File: config.mk
export PLATFORM = sky130hd
export DESIGN_NAME = sdram_arbit
export DESIGN_NICKNAME = d
export VERILOG_FILES = /design/src/rtl/sdram_pkg.sv /design/src/rtl/sdram_cmd_mux.sv /design/src/rtl/sdram_arbit.sv
export SDC_FILE = /design/constraint.sdc
export NUM_CORES = 1
export LEC_CHECK = 0
export BUFFER_PORTS_ARGS = -buffer_cell sky130_fd_sc_hd__buf_2
export CAP_MARGIN = 20
export CORE_ASPECT_RATIO = 0.5
export CORE_UTILIZATION = 40
export DETAILED_ROUTE_END_ITERATION = 12
export PLACE_DENSITY = 0.88
export SLEW_MARGIN = 20
export SYNTH_ARGS = -nofsm -noshare
export SYNTH_HDL_FRONTEND = slang
export SYNTH_HIERARCHICAL = 1
export SYNTH_SLANG_ARGS = --single-unit
File: constraint.sdc
create_clock -name sys_clk -period 2 [get_ports sys_clk]
set_input_delay 0.3 -clock sys_clk [delete_from_list [all_inputs] [get_ports sys_clk]]
set_output_delay 0.3 -clock sys_clk [all_outputs]
set_load 0.01 [all_outputs]
File: src/rtl/sdram_pkg.sv
// Shared definitions for the SDRAM controller: command encodings used by
// every client, the arbiter state type and the default bus widths.
package sdram_pkg;

  localparam int SDRAM_DATA_W = 16;
  localparam int SDRAM_ADDR_W = 12;

  // {cs_n, ras_n, cas_n, we_n} encodings
  localparam logic [3:0] CMD_NOP         = 4'b0111;
  localparam logic [3:0] CMD_PRECHARGE   = 4'b0010;
  localparam logic [3:0] CMD_AUTOREFRESH = 4'b0001;
  localparam logic [3:0] CMD_ACTIVE      = 4'b0011;
  localparam logic [3:0] CMD_WRITE       = 4'b0100;
  localparam logic [3:0] CMD_READ        = 4'b0101;
  localparam logic [3:0] CMD_MRS         = 4'b0000;

  typedef enum logic [2:0] {
    ST_INIT  = 3'd0,
    ST_ARBIT = 3'd1,
    ST_AREF  = 3'd2,
    ST_WRITE = 3'd3,
    ST_READ  = 3'd4
  } arbState_e;

  // True while some client owns the command bus
  function automatic logic isGrantState(arbState_e s);
    return (s == ST_AREF) || (s == ST_WRITE) || (s == ST_READ);
  endfunction

endpackage

File: src/rtl/sdram_cmd_mux.sv
// Combinational pin mux: routes the owning client's command/bank/address to
// the SDRAM pins and drives the data pad only while a write client asks.
module sdram_cmd_mux
  import sdram_pkg::*;
#(
  parameter int DATA_W = SDRAM_DATA_W,
  parameter int ADDR_W = SDRAM_ADDR_W
)(
  input  arbState_e         state_i,
  input  logic [3:0]        init_cmd_i,
  input  logic [1:0]        init_ba_i,
  input  logic [ADDR_W-1:0] init_addr_i,
  input  logic [3:0]        aref_cmd_i,
  input  logic [1:0]        aref_ba_i,
  input  logic [ADDR_W-1:0] aref_addr_i,
  input  logic [3:0]        wr_cmd_i,
  input  logic [1:0]        wr_ba_i,
  input  logic [ADDR_W-1:0] wr_addr_i,
  input  logic [3:0]        rd_cmd_i,
  input  logic [1:0]        rd_ba_i,
  input  logic [ADDR_W-1:0] rd_addr_i,
  input  logic              wr_data_en_i,
  input  logic [DATA_W-1:0] wr_data_i,
  output logic [3:0]        cmd_o,
  output logic [1:0]        ba_o,
  output logic [ADDR_W-1:0] addr_o,
  output logic [DATA_W-1:0] dq_out_o,
  output logic              dq_oe_o
);

  // Select the bus of the current owner; idle arbitration shows a NOP
  always_comb begin
    cmd_o    = CMD_NOP;
    ba_o     = 2'b11;
    addr_o   = '1;
    dq_oe_o  = (state_i == ST_WRITE) && wr_data_en_i;
    dq_out_o = '0;
    case (state_i)
      ST_INIT: begin
        cmd_o  = init_cmd_i;
        ba_o   = init_ba_i;
        addr_o = init_addr_i;
      end
      ST_AREF: begin
        cmd_o  = aref_cmd_i;
        ba_o   = aref_ba_i;
        addr_o = aref_addr_i;
      end
      ST_WRITE: begin
        cmd_o  = wr_cmd_i;
        ba_o   = wr_ba_i;
        addr_o = wr_addr_i;
      end
      ST_READ: begin
        cmd_o  = rd_cmd_i;
        ba_o   = rd_ba_i;
        addr_o = rd_addr_i;
      end
      default: begin
        cmd_o  = CMD_NOP;
        ba_o   = 2'b11;
        addr_o = '1;
      end
    endcase
    if (dq_oe_o) begin
      dq_out_o = wr_data_i;
    end
  end

endmodule

File: src/rtl/sdram_arbit.sv
// Command-bus arbiter for the SDRAM controller clients (init, refresh,
// write, read). Priority refresh > write > read, no pre-emption; a sticky
// aref_late flag records a refresh that waited too long for its grant.
// Optional grant watchdog with sticky wdog_err: define SDRAM_ARB_WDOG_EN.
module sdram_arbit
  import sdram_pkg::*;
#(
  parameter int          DATA_W       = SDRAM_DATA_W,
  parameter int          ADDR_W       = SDRAM_ADDR_W,
`ifdef SDRAM_ARB_WDOG_EN
  parameter logic [15:0] WDOG_MAX     = 16'd4096,
`endif
  parameter logic [9:0]  AREF_LAT_MAX = 10'd64
)(
  input  logic              sys_clk,
  input  logic              sys_rst,
  input  logic              init_end,
  input  logic [3:0]        init_cmd,
  input  logic [1:0]        init_ba,
  input  logic [ADDR_W-1:0] init_addr,
  input  logic              aref_req,
  input  logic              aref_end,
  input  logic [3:0]        aref_cmd,
  input  logic [1:0]        aref_ba,
  input  logic [ADDR_W-1:0] aref_addr,
  output logic              aref_en,
  input  logic              wr_req,
  input  logic              wr_end,
  input  logic [3:0]        wr_cmd,
  input  logic [1:0]        wr_ba,
  input  logic [ADDR_W-1:0] wr_addr,
  input  logic              wr_data_en,
  input  logic [DATA_W-1:0] wr_data,
  output logic              wr_en,
  input  logic              rd_req,
  input  logic              rd_end,
  input  logic [3:0]        rd_cmd,
  input  logic [1:0]        rd_ba,
  input  logic [ADDR_W-1:0] rd_addr,
  output logic              rd_en,
  output logic              sdram_cke,
  output logic              sdram_cs_n,
  output logic              sdram_ras_n,
  output logic              sdram_cas_n,
  output logic              sdram_we_n,
  output logic [1:0]        sdram_ba,
  output logic [ADDR_W-1:0] sdram_addr,
  output logic [DATA_W-1:0] sdram_dq_out,
  output logic              sdram_dq_oe,
`ifdef SDRAM_ARB_WDOG_EN
  output logic              wdog_err,
`endif
  output logic              aref_late
);

  arbState_e   stateQ, stateD;
  logic [9:0]  waitQ, waitD;
  logic        lateQ, lateD;
  logic        grantEnd;
  logic [3:0]  muxCmd;

  // State register
  always_ff @(posedge sys_clk) begin
    if (sys_rst) begin
      stateQ <= ST_INIT;
    end else begin
      stateQ <= stateD;
    end
  end

  // The current owner's done pulse; done pulses from other clients are ignored
  always_comb begin
    grantEnd = ((stateQ == ST_AREF)  && aref_end) ||
               ((stateQ == ST_WRITE) && wr_end)   ||
               ((stateQ == ST_READ)  && rd_end);
  end

`ifdef SDRAM_ARB_WDOG_EN
  logic [15:0] wdogQ, wdogD;
  logic        wdogErrQ;
  logic        wdogExpire;

  // A grant that has lasted WDOG_MAX cycles without its done pulse is revoked
  always_comb begin
    wdogD      = isGrantState(stateQ) ? (wdogQ + 16'd1) : 16'd0;
    wdogExpire = isGrantState(stateQ) && !grantEnd && (wdogQ >= (WDOG_MAX - 16'd1));
  end

  // Grant timer and sticky watchdog error
  always_ff @(posedge sys_clk) begin
    if (sys_rst) begin
      wdogQ    <= 16'd0;
      wdogErrQ <= 1'b0;
    end else begin
      wdogQ    <= wdogD;
      wdogErrQ <= wdogErrQ | wdogExpire;
    end
  end

  assign wdog_err = wdogErrQ;
`endif

  // Next state: strict priority from ARBIT, grants held until their done pulse
  always_comb begin
    stateD = stateQ;
    case (stateQ)
      ST_INIT: begin
        if (init_end) stateD = ST_ARBIT;
      end
      ST_ARBIT: begin
        if (aref_req)    stateD = ST_AREF;
        else if (wr_req) stateD = ST_WRITE;
        else if (rd_req) stateD = ST_READ;
      end
      ST_AREF, ST_WRITE, ST_READ: begin
        if (grantEnd) stateD = ST_ARBIT;
      end
      default: stateD = ST_INIT;
    endcase
`ifdef SDRAM_ARB_WDOG_EN
    if (wdogExpire) stateD = ST_ARBIT;
`endif
  end

  // Grants drop in the done cycle so a client cannot relaunch a command
  always_comb begin
    aref_en = (stateQ == ST_AREF)  && !aref_end;
    wr_en   = (stateQ == ST_WRITE) && !wr_end;
    rd_en   = (stateQ == ST_READ)  && !rd_end;
  end

  // Refresh wait counter saturates; lateness latches once the limit is reached
  always_comb begin
    waitD = 10'd0;
    if (aref_req && (stateQ != ST_AREF)) begin
      waitD = (waitQ == 10'h3FF) ? waitQ : (waitQ + 10'd1);
    end
    lateD = lateQ | (waitD >= AREF_LAT_MAX);
  end

  // Wait counter and sticky late flag
  always_ff @(posedge sys_clk) begin
    if (sys_rst) begin
      waitQ <= 10'd0;
      lateQ <= 1'b0;
    end else begin
      waitQ <= waitD;
      lateQ <= lateD;
    end
  end

  assign aref_late = lateQ;
  assign sdram_cke = ~sys_rst;
  assign {sdram_cs_n, sdram_ras_n, sdram_cas_n, sdram_we_n} = muxCmd;

  sdram_cmd_mux #(
    .DATA_W (DATA_W),
    .ADDR_W (ADDR_W)
  ) uCmdMux (
    .state_i      (stateQ),
    .init_cmd_i   (init_cmd),
    .init_ba_i    (init_ba),
    .init_addr_i  (init_addr),
    .aref_cmd_i   (aref_cmd),
    .aref_ba_i    (aref_ba),
    .aref_addr_i  (aref_addr),
    .wr_cmd_i     (wr_cmd),
    .wr_ba_i      (wr_ba),
    .wr_addr_i    (wr_addr),
    .rd_cmd_i     (rd_cmd),
    .rd_ba_i      (rd_ba),
    .rd_addr_i    (rd_addr),
    .wr_data_en_i (wr_data_en),
    .wr_data_i    (wr_data),
    .cmd_o        (muxCmd),
    .ba_o         (sdram_ba),
    .addr_o       (sdram_addr),
    .dq_out_o     (sdram_dq_out),
    .dq_oe_o      (sdram_dq_oe)
  );

endmodule

==> summary.txt <==
Place
  • Port buffer count: 137
  • Placed Area: 2390 sq um
  • Gpl congestion: about 0.9
  • DP Worst Slack: 201 ps
  • DP Wirelength: 4040 um

Synthesis
  • Synth warnings: 6
  • Synth Instances: 198
  • Post-synth top flop: dfxtp_1
  • Async SR Flop Fraction: 0
  • Synth top cells by count: nor2_1 (26), mux2i_1 (19), and3_1 (17)
  • Synthesized Nets: 297
  • Synth top area share: 0.161
  • Most common cell in the netlist: nor2_1
  • Largest cells by area after synthesis: dfxtp_1 (16%), mux2i_1 (11%), and4bb_2 (11%), a221oi_2 (7.8%), and3_1 (6.1%)
  • Number of flops mapped to enable cells by yosys: 0
  • Netlist cell types: 53
  • Avg Cell Area, Syn: 8.76 sq um
  • Mapped cell area: 1740 sq um
  • Synth Register Bits: 14
  • Post-synthesis sequential area ratio: 0.161
  • Largest area contributor in the netlist: dfxtp_1

Global route
  • Grt total ovfl: 0
  • Largest net degree at the start of global routing: 38
  • Global Route Usage Sum: 0.216
  • Initial antenna violation count: 0
  • Global-route wire length before repair: 8130 um
  • Vias in the first global route: 1873

Die
  • DIE WIDTH: between 90 and 100 um
  • Core region area: 4020 sq um
  • Row Count: 16
  • Top Ports: 138
  • Die area: 4620 sq um
  • Initial Utilization: 0.431
  • Die height: 48.6 um

Worst hold path
  • Worst min path class: in -> reg

Timing
  • Peak Freq: roughly 0.54 GHz
  • Final Setup Violations: 0
  • Worst Slack Setup Final: ~140 ps
  • Setup TNS Final: 0 ps
  • Tcrit/Tclk final: 0.929
  • Worst Tran Pin Value: 565 ps
  • RSZ-0062 raised after global routing: false
  • Max-slew violations: 0
  • Rel. slew slack: 0.623
  • Final min period: about 1900 ps
  • Clk_skew: roughly 3.5 ps
  • Final hold viol count: 0

Setup path
  • Worst path max stage delay: 400 ps
  • Crit-path max FO: 29
  • WP data required: 1700 ps
  • Crit path launch type: register
  • CP Cell Sequence: buf_8, nor2_4, buf_12, a221oi_1, buf_2
  • CP bufs+invs: 3
  • Setup Crit Path Kind: reg -> out
  • CP endpoint kind: output port
  • Slowest stage cell on the critical path: dfxtp_1
  • CP delay by family, top: buffers and inverters
  • Arr. time, crit path: 1560 ps

Clock tree
  • Root Driver: clkbuf_8
  • H-tree levels: 1
  • Num CTS Buffers: 3
  • CTS tree: yes
  • Clk sink count: 14
  • Skew-Pair Late Insertion Delay: 250 ps
  • CTS max path bufs: 2
  • Worst-path clk slew: 60 ps

Routing
  • DRT iter0 DRCs: 78
  • Routed wire per std cell: 13.6 um
  • DRT Wirelength: 5180 um
  • Vias per cell: 5.41
  • DR DRC count: 0
  • Vias after detailed routing: 2061
  • Antenna Violating Nets Remaining: 0
  • First-pass DRT Iterations: 4

Layout
  • Share of layout cells above drive strength 1: 0.572
  • Net count, final: 427
  • Area grow syn2layout: 43.4%
  • Cell area after layout: 2490 sq um
  • Ant. Diodes: 0
  • Area occupied by multi-input gates: 1310 sq um
  • Sequential cell area: about 280 sq um
  • Util after Layout: 0.618
  • Fill cells: 353

Pwr
  • Total power: 1.03 mW
  • P_leak: between 1 and 1.5 nW
  • Power Dens Cells: 416 nW/um^2
  • Worst VDD drop: roughly 0.00048 V

Outcome
  • Status: completed

Flow run
  • MaxCap Viol Count: 0
-- worst register-to-register path, cell delays in order, from the launching register on --
cell     delay, ps
dfxtp_1        380
ha_1           240
nand4_1        170
nor3_2         360
mux2i_1        270
nor2_2          40
-- logic make-up (layout without fill, tap and decap cells) --
group	after synthesis	count (layout)	share of synthesized area
multiplexers	20	20	0.118
adder cells (fa/ha/maj)	1	1	0.00721
AO/OA/AOI/OAI	41	41	0.227
buffers and inverters	22	151	0.0880
flip-flops	14	14	0.162
AND/OR/NAND/NOR	97	97	0.383
XOR/XNOR	3	3	0.0151
-- cells in the final DEF (no fill, tap or decap), types with 3 or more instances in the layout --
master    netlist  routed
a221oi_1        8       8
buf_4           4       3
clkbuf_8        0       4
a21oi_1         5       5
nor3_1          6       6
nor2_1         26      26
mux2i_1        19      19
nand4_1         3       3
nor2b_1         4       3
a221oi_2        9       9
nand2_1         4       4
xor2_1          3       3
and2_1          3       3
dfxtp_1        14      13
inv_1           4       4
buf_2           5     137
and3_1         17      17
and4bb_2       15      15
o21ai_0         3       3
-- cell type report --
| cell class | count | share of cell area |
|---|---|---|
| multi-input combinational | 162 | 0.527 |
| timing repair buffer | 143 | 0.305 |
| sequential | 14 | 0.113 |
| tap | 54 | 0.0271 |
| clock buffer | 4 | 0.0221 |
| inverter | 4 | 0.00603 |
-- power by group --
group          leakage [nW]  total, mW  switching, mW  internal, mW
logic                  1.09      0.460          0.220         0.240
registers             0.114      0.296        0.00964         0.287
clock network        0.0288      0.278          0.104         0.175
-- metal layers --
layer | wire [um] | vias up | GRT usage | share of wire
met1 | 2260 | 976 | 0.246 | 0.44
met2 | 2650 | 49 | 0.418 | 0.51
met4 | 28 | 0 | 0.0530 | 0.0054
met3 | 239 | 3 | 0.0283 | 0.046
met5 | 0 | - | 0 | 0
li1 | - | 1033 | - | -
-- stage by stage --
stage / instances / hold slack (ps)
final: 381 / 274
after global routing: 381 / 280
after CTS: 380 / 265
after detailed placement: 376 / 527
after global placement: 376 / 514
after floorplan: 198 / 369
-- worst paths after layout --
check,cells after the start,to,slack (ps),from
hold / removal,2,stateQ[0],270,sys_rst
setup / recovery,5,sdram_cas_n,140,stateQ[0]
hold reg to reg,2,waitQ[4],530,waitQ[4]
setup reg to reg,5,waitQ[1],430,waitQ[0]
-- state kept, by name, indices dropped and copies added, names as in the netlist --
signal	flops
waitQ	10
stateQ	3
aref_late	1
-- repair_timing --
action | 4_1_cts | 5_1_grt
gates cloned | 0 | 0
setup endpoints to repair | 9 | 22
hold buffers | 0 | 0
pin swaps | 0 | 1
gates resized for setup | 2 | 4
setup buffers | 0 | 1
Power figures use the tool's default switching activity.
